File: src/rtl/seg7_card_decoder.sv
// Recovers card codes and baccarat scores from six active-low 7-segment buses.
// Optional invalid-pattern checking is enabled by defining SEG7DEC_ERRCHK_EN.
module seg7_card_decoder #(
    parameter int unsigned STABLE_CNT = 3
) (
    input  logic       clk,
    input  logic       reset,
    input  logic [6:0] HEX0,
    input  logic [6:0] HEX1,
    input  logic [6:0] HEX2,
    input  logic [6:0] HEX3,
    input  logic [6:0] HEX4,
    input  logic [6:0] HEX5,
    output logic [3:0] pcard1_out,
    output logic [3:0] pcard2_out,
    output logic [3:0] pcard3_out,
    output logic [3:0] dcard1_out,
    output logic [3:0] dcard2_out,
    output logic [3:0] dcard3_out,
    output logic [3:0] pscore_out,
    output logic [3:0] dscore_out,
    output logic       update,
    output logic       valid,
    output logic       err,
    output logic [2:0] err_digit
);

    localparam logic [3:0] STABLE = 4'(STABLE_CNT);

    logic [2:0] idx;
    logic [3:0] cand [0:5];
    logic [3:0] cnt  [0:5];
    logic [3:0] card [0:5];
    logic [5:0] seen;
    logic       card_chg;

    logic [6:0] sample;
    logic [3:0] code;
    logic [3:0] cnt_next;
    logic       accept;
    logic       changed;

    function automatic logic [3:0] decode(input logic [6:0] pat);
        case (pat)
            7'b1111111: decode = 4'd0;
            7'b0001000: decode = 4'd1;
            7'b0100100: decode = 4'd2;
            7'b0110000: decode = 4'd3;
            7'b0011001: decode = 4'd4;
            7'b0010010: decode = 4'd5;
            7'b0000010: decode = 4'd6;
            7'b1111000: decode = 4'd7;
            7'b0000000: decode = 4'd8;
            7'b0010000: decode = 4'd9;
            7'b1000000: decode = 4'd10;
            7'b1100001: decode = 4'd11;
            7'b0011000: decode = 4'd12;
            7'b0001001: decode = 4'd13;
`ifdef SEG7DEC_ERRCHK_EN
            default:    decode = 4'd15;
`else
            default:    decode = 4'd0;
`endif
        endcase
    endfunction

    function automatic logic [4:0] card_value(input logic [3:0] c);
        card_value = (c >= 4'd1 && c <= 4'd9) ? {1'b0, c} : 5'd0;
    endfunction

    function automatic logic [3:0] hand_score(input logic [3:0] c1, input logic [3:0] c2,
                                              input logic [3:0] c3);
        logic [4:0] sum;
        sum = card_value(c1) + card_value(c2) + card_value(c3);
        if (sum >= 5'd20)      sum = sum - 5'd20;
        else if (sum >= 5'd10) sum = sum - 5'd10;
        hand_score = sum[3:0];
    endfunction

    always_comb begin
        sample = '1;
        case (idx)
            3'd0:    sample = HEX0;
            3'd1:    sample = HEX1;
            3'd2:    sample = HEX2;
            3'd3:    sample = HEX3;
            3'd4:    sample = HEX4;
            3'd5:    sample = HEX5;
            default: sample = '1;
        endcase
    end

    // Acceptance fires on every sample whose count sits at STABLE; re-accepting
    // the same code is harmless because update only reports a value change.
    always_comb begin
        code     = decode(sample);
        cnt_next = 4'd1;
        if (code == cand[idx])
            cnt_next = (cnt[idx] >= STABLE) ? STABLE : cnt[idx] + 4'd1;
        accept  = (cnt_next == STABLE);
        changed = accept && (code != card[idx]);
    end

    always_ff @(posedge clk) begin
        if (reset) begin
            idx      <= '0;
            seen     <= '0;
            card_chg <= 1'b0;
            for (int unsigned i = 0; i < 6; i++) begin
                cand[i] <= '0;
                cnt[i]  <= '0;
                card[i] <= '0;
            end
        end else begin
            idx       <= (idx == 3'd5) ? 3'd0 : idx + 3'd1;
            cand[idx] <= code;
            cnt[idx]  <= cnt_next;
            card_chg  <= changed;
            if (accept) begin
                card[idx] <= code;
                seen[idx] <= 1'b1;
            end
        end
    end

`ifdef SEG7DEC_ERRCHK_EN
    always_ff @(posedge clk) begin
        if (reset) begin
            err       <= 1'b0;
            err_digit <= '0;
        end else if (accept && code == 4'd15 && !err) begin
            err       <= 1'b1;
            err_digit <= idx;
        end
    end
`else
    assign err       = 1'b0;
    assign err_digit = '0;
`endif

    always_ff @(posedge clk) begin
        if (reset) begin
            pscore_out <= '0;
            dscore_out <= '0;
            update     <= 1'b0;
            valid      <= 1'b0;
        end else begin
            pscore_out <= hand_score(card[0], card[1], card[2]);
            dscore_out <= hand_score(card[3], card[4], card[5]);
            update     <= card_chg;
            valid      <= (&seen) && !err;
        end
    end

    assign pcard1_out = card[0];
    assign pcard2_out = card[1];
    assign pcard3_out = card[2];
    assign dcard1_out = card[3];
    assign dcard2_out = card[4];
    assign dcard3_out = card[5];

endmodule

File: config.mk
export PLATFORM = sky130hd
export DESIGN_NAME = seg7_card_decoder
export DESIGN_NICKNAME = d
export VERILOG_FILES = /design/src/rtl/seg7_card_decoder.sv
export SDC_FILE = /design/constraint.sdc
export NUM_CORES = 1
export LEC_CHECK = 0
export CORE_ASPECT_RATIO = 0.75
export CORE_MARGIN = 8
export CORE_UTILIZATION = 50
export CTS_BUF_LIST = sky130_fd_sc_hd__clkbuf_4
export CTS_CLUSTER_DIAMETER = 50
export DETAILED_ROUTE_END_ITERATION = 8
export PLACE_DENSITY = 0.77
export SLEW_MARGIN = 30
export SYNTH_ARGS = -nofsm -noshare
export SYNTH_HDL_FRONTEND = slang
export SYNTH_SLANG_ARGS = --single-unit
export TNS_END_PERCENT = 50
File: constraint.sdc
create_clock -name clk -period 4.8 [get_ports clk]
set_input_delay 0.48 -clock clk [delete_from_list [all_inputs] [get_ports clk]]
set_output_delay 0.48 -clock clk [all_outputs]
set_load 0.01 [all_outputs]
* Yosys cells after proc, flatten, opt, wreduce, memory -nomap -nowiden
Memories as Yosys holds them, arrays and structs flattened. A register that Yosys moved wholly into a read port is not among the register bits. Index checks and enable logic that the tools add are counted.
Operators by class: $add $sub $neg 10, $lt $le $gt $ge 19, equal/unequal tests 20, multiplexer cells 34, bitwise logic cells 1, reductions and logical operators 15
Operator list (number):
- $mux 4 | 15
- $pmux 4 s13 | 1
- $pmux 7 s6 | 1
- $eq 7x5->1 const B | 4
- $ge 4x1->1 const B | 6
- $le 4x4->1 const B | 6
- $eq 7x7->1 const B | 3
- $mux 3 | 6
- $eq 7x4->1 const B | 2
- $eq 7x6->1 const B | 2
- $reduce_or 4->1 | 3
- $add 4x4->5 | 2
- $add 5x4->5 | 2
- $ge 5x4->1 const B | 2
- $ge 5x5->1 const B | 2
- $mux 1 | 10
- $logic_and 1x1->1 | 8
- $sub 4x3->4 const B | 2
- $sub 4x4->4 const B | 2
- $eq 7x2->1 const B | 1
- $logic_not 7->1 | 1
- $eq 3x2->1 const B | 2
- $eq 3x3->1 const B | 2
- $or 6x6->6 | 1
- other kinds (13) | 13
Word-level totals: register bits 20, bits in writable memories 72, output and inout port bits 38, memories kept 3
Memory list:
- cand | words 6, bits a word 4, read ports 1, clocked after memory_dff 1, wr ports 6, line 31 | logic [3:0] cand [0:5];
- card | words 6, bits a word 4, read ports 7, clocked after memory_dff 1, wr ports 6, line 33 | logic [3:0] card [0:5];
- cnt | words 6, bits a word 4, read ports 1, clocked after memory_dff 1, wr ports 6, line 32 | logic [3:0] cnt [0:5];

* Depth between registers and ports, before layout
depth after elaboration 12, mapped depth 17, mapped depth without buffers 13

* Worst setup path before layout
OpenSTA, ideal clock, no wires.
path kind reg-to-reg, start register idx[0], end memory card[0][0], enable pin, data arrival time 3746 ps, data required time 4465 ps, setup slack 719 ps, cell stages (with the launch flop) 16, buffers on the path 4, period minus slack after synthesis 4081 ps, cell sequence dfxtp_1 > buf_2 > buf_1 > inv_1 > ha_1 > buf_2 > a32oi_1 > o21ai_1 > a211oi_2 > nand2_2 > or4_1 > a21oi_1 > o2111a_2 > o211ai_4 > buf_2 > o21ai_1
RTL lines:
- from (decl) | line 30 | logic [2:0] idx;
- from (signal assigned) | line 115 | idx <= (idx == 3'd5) ? 3'd0 : idx + 3'd1;
- to (decl) | line 33

==> metrics.csv <==
stage;metric;value;unit
layout;drive_above_1_share;0.133;
yosys;yosysSeqAreaShare;0.508;
yosys;yosysMostFrequentCell;edfxtp_1;
critical_path;arrival;4330;ps
yosys;ys.flop_type;edfxtp_1;
critical_path;end_kind;flip-flop;
pwr;switching_power;901;µW
layout;seqCellArea;3280;µm²
critical_path;worst_r2r_path_depth;11;
cts;cts_resized;0;
yosys;yosysTopAreaCellShare;0.446;
detailed_routing;avgViaCountPerCell;5.93;
critical_path;r2r-start;idx[2];
global_routing;grt_use_total;0.207;
sta;setup_viol;0;
yosys;avgSynthCellArea;11.3;µm²
min_path;min_to;valid;
pwr;power_density;355;nW/µm²
sta;rsz0062_at_grt;no;
pwr;peakVddDrop;214;µV
sta;min_period_over_period;0.864;
global_routing;grt_overflow_total;0;
yosys;synth_top_area_cell;edfxtp_1;
yosys;post_synth_instance_area;6470;µm²
layout;area_delta_synth_final;19.4;%
global_routing;grt_first_pass_wirelength;27200;µm
min_path;min_path_cells;2;
floorplan;initial_core_util;0.505;
global_routing;grt_pass1_vias;5137;
sta;timing.clock.skew;15.6;ps
run;maxCapViolations;0;
sta;worst_hold_slack;454;ps
yosys;synth_cell_types;71;
sta;tightest_slew;900;ps
place;hpwl;12500;µm
layout;fill_cells;1034;
critical_path;cp.required;4990;ps
global_routing;met3_usage;0.0739;
cts;cts_tree;yes;
cts;clk-insertion-delay-late;520;ps
place;port-buffer-count;77;
pwr;p_int;1.84;mW
pwr;finalPower;2.74;mW
floorplan;die_area;16900;µm²
yosys;netlist_top_cells_count;96 x edfxtp_1, 59 x nor2_1, 34 x nand2_1, 34 x nor3_1, 23 x inv_1;
critical_path;worstPathMaxFanout;31;
floorplan;design.core.area;12800;µm²
floorplan;io-pin-count;82;
detailed_routing;drc;0;
yosys;async_reset_ff_frac;0;
sta;max_freq;241;MHz
yosys;synth_area_leaders;edfxtp_1 45%, dfxtp_1 6.2%, ha_1 3.5%, nor2_1 3.4%, fa_1 3.1%;
cts;htreeDepth;4;
global_routing;busiest_layer;met2;
place;dp_slack;772;ps
sta;fin_ws;654;ps
cts;numCtsBuffers;17;
detailed_routing;totalWireLength;17100;µm
pwr;p_seq_frac;0.436;
sta;period_minus_slack;4150;ps
global_routing;antenna_found_initial;0;
global_routing;use_met2;0.319;
layout;layout.nets;734;
floorplan;die_h;114;µm
critical_path;reg2reg_slack;650;ps
pwr;clockPowerShare;0.286;
cts;post-cts-setup-buffer-count;0;
layout;multi_input_area;2950;µm²
global_routing;grt_util_met1;0.267;
layout;final_cell_area;7720;µm²
min_path;min_path_type;flip-flop to flip-flop;
global_routing;grt_max_degree;42;
sta;slew-limit-headroom;0.398;
sta;hold_viol_final;0;
place;gp_congestion;0.979;
cts;cts_buffer_depth;2;
floorplan;num_rows;36;
min_path;hold_start;seen[3];
sta;drv_slew;0;
cts;numClockSinks;116;
detailed_routing;ant_nets;0;
critical_path;reg2reg_to;card[2][0];
layout;antenna_cells;0;
sta;tns;0;ps
status;status;finished clean;
cts;clk_pin_slew;110;ps
critical_path;critPathKind;flip-flop to flip-flop;
cts;ctsHoldBuffers;0;
yosys;yosys_warnings;0;
cts;cts_root_buf;clkbuf_4;
yosys;synth_edf_count;96;
detailed_routing;drt_pre_antenna_iters;5;
detailed_routing;vias;5015;
yosys;ys_ff_latch;116;
floorplan;die_w;147;µm
pwr;power_leakage;2.84;nW
detailed_routing;wl_per_cell;20.2;µm
pwr;pwr-share-comb;0.278;
critical_path;cp-start-kind;flip-flop;
pwr;swShare;0.329;
yosys;netlist_instances;574;
place;placed_cell_area;7410;µm²
detailed_routing;first_iter_violations;411;
[worst max-delay path, stage by stage (launching register included)]
cell and delay (ps):
dfxtp_1 370, clkinv_1 270, ha_1 430, nor4_4 300
buf_4 240, a211o_1 280, nand2_1 160, nor4_2 420
o21ai_1 120, a211oi_2 410, o211ai_4 360, o21ai_1 440
[cells in the final DEF, fill, tap and decap left out, types with 11 or more instances in the layout]
cell             instances
nor2_1                  59
o22ai_1                 14
ha_1                    18
nor2b_1                 11
a22oi_1                 11
edfxtp_1                96
o21ai_0                 17
inv_1                   23
nand2_1                 34
conb_1                  20
clkdlybuf4s50_1         77
o21ai_1                 12
buf_4                   14
clkbuf_4                18
dfxtp_1                 20
nor3_1                  34
[worst max-delay path by stage]
| stage | from | end | cells past startpoint |
|---|---|---|---|
| 2_1_floorplan | idx[0] | card[0][0] | 15 |
| 3_3_place_gp | idx[2] | card[0][2] | 11 |
| 3_5_place_dp | idx[2] | card[2][3] | 11 |
| 4_1_cts | idx[2] | card[2][0] | 11 |
| 5_1_grt | idx[0] | card[2][0] | 11 |
| 6_report | idx[2] | card[2][0] | 11 |
[kinds of logic after synthesis]
family | Yosys count | synth area share
buf+inv | 65 | 0.0474
simple gates | 203 | 0.162
flops | 116 | 0.508
fa+ha+maj | 28 | 0.0658
other cells | 1 | 0.000580
compound gates | 128 | 0.151
xor+xnor | 10 | 0.0135
mux | 23 | 0.0515
[routing by layer]
metal | up-vias | wire length (µm)
met5 | - | 0
met4 | 0 | 330
met3 | 39 | 1780
met2 | 245 | 7890
met1 | 2410 | 7130
li1 | 2321 | -
[layout make-up]
class	count	area share
clock inverters	14	0.0225
clock buffers	18	0.0175
well taps	171	0.0277
repair buffers	91	0.113
flip-flops and latches	116	0.425
inverters	24	0.0117
multi-input cells	412	0.382
[power groups by stage]
| stage | Clock (mW) | Combinational [mW] | Sequential (mW) |
|---|---|---|---|
| 2_1_floorplan | 0 | 0.510 | 1.22 |
| 3_3_place_gp | 0 | 0.716 | 1.21 |
| 3_5_place_dp | 0 | 0.743 | 1.22 |
| 4_1_cts | 0.791 | 0.751 | 1.19 |
| 5_1_grt | 0.834 | 0.826 | 1.20 |
| 6_report | 0.783 | 0.760 | 1.19 |
[state kept, by name, indices dropped and copies added, names as in the netlist]
| name | flops |
|---|---|
| seen | 6 |
| dscore_out | 4 |
| cnt | 32 |
| pscore_out | 4 |
| card | 32 |
| card_chg | 1 |
| cand | 32 |
| idx | 3 |
| update | 1 |
| valid | 1 |
[per-stage QoR]
step                std cells   util
floorplan                 593      -
global placement          814  0.579
detailed placement        814  0.579
CTS                       846  0.603
global route              846  0.603
finish                    846  0.603
No activity file was read; power rests on OpenSTA's default activity.
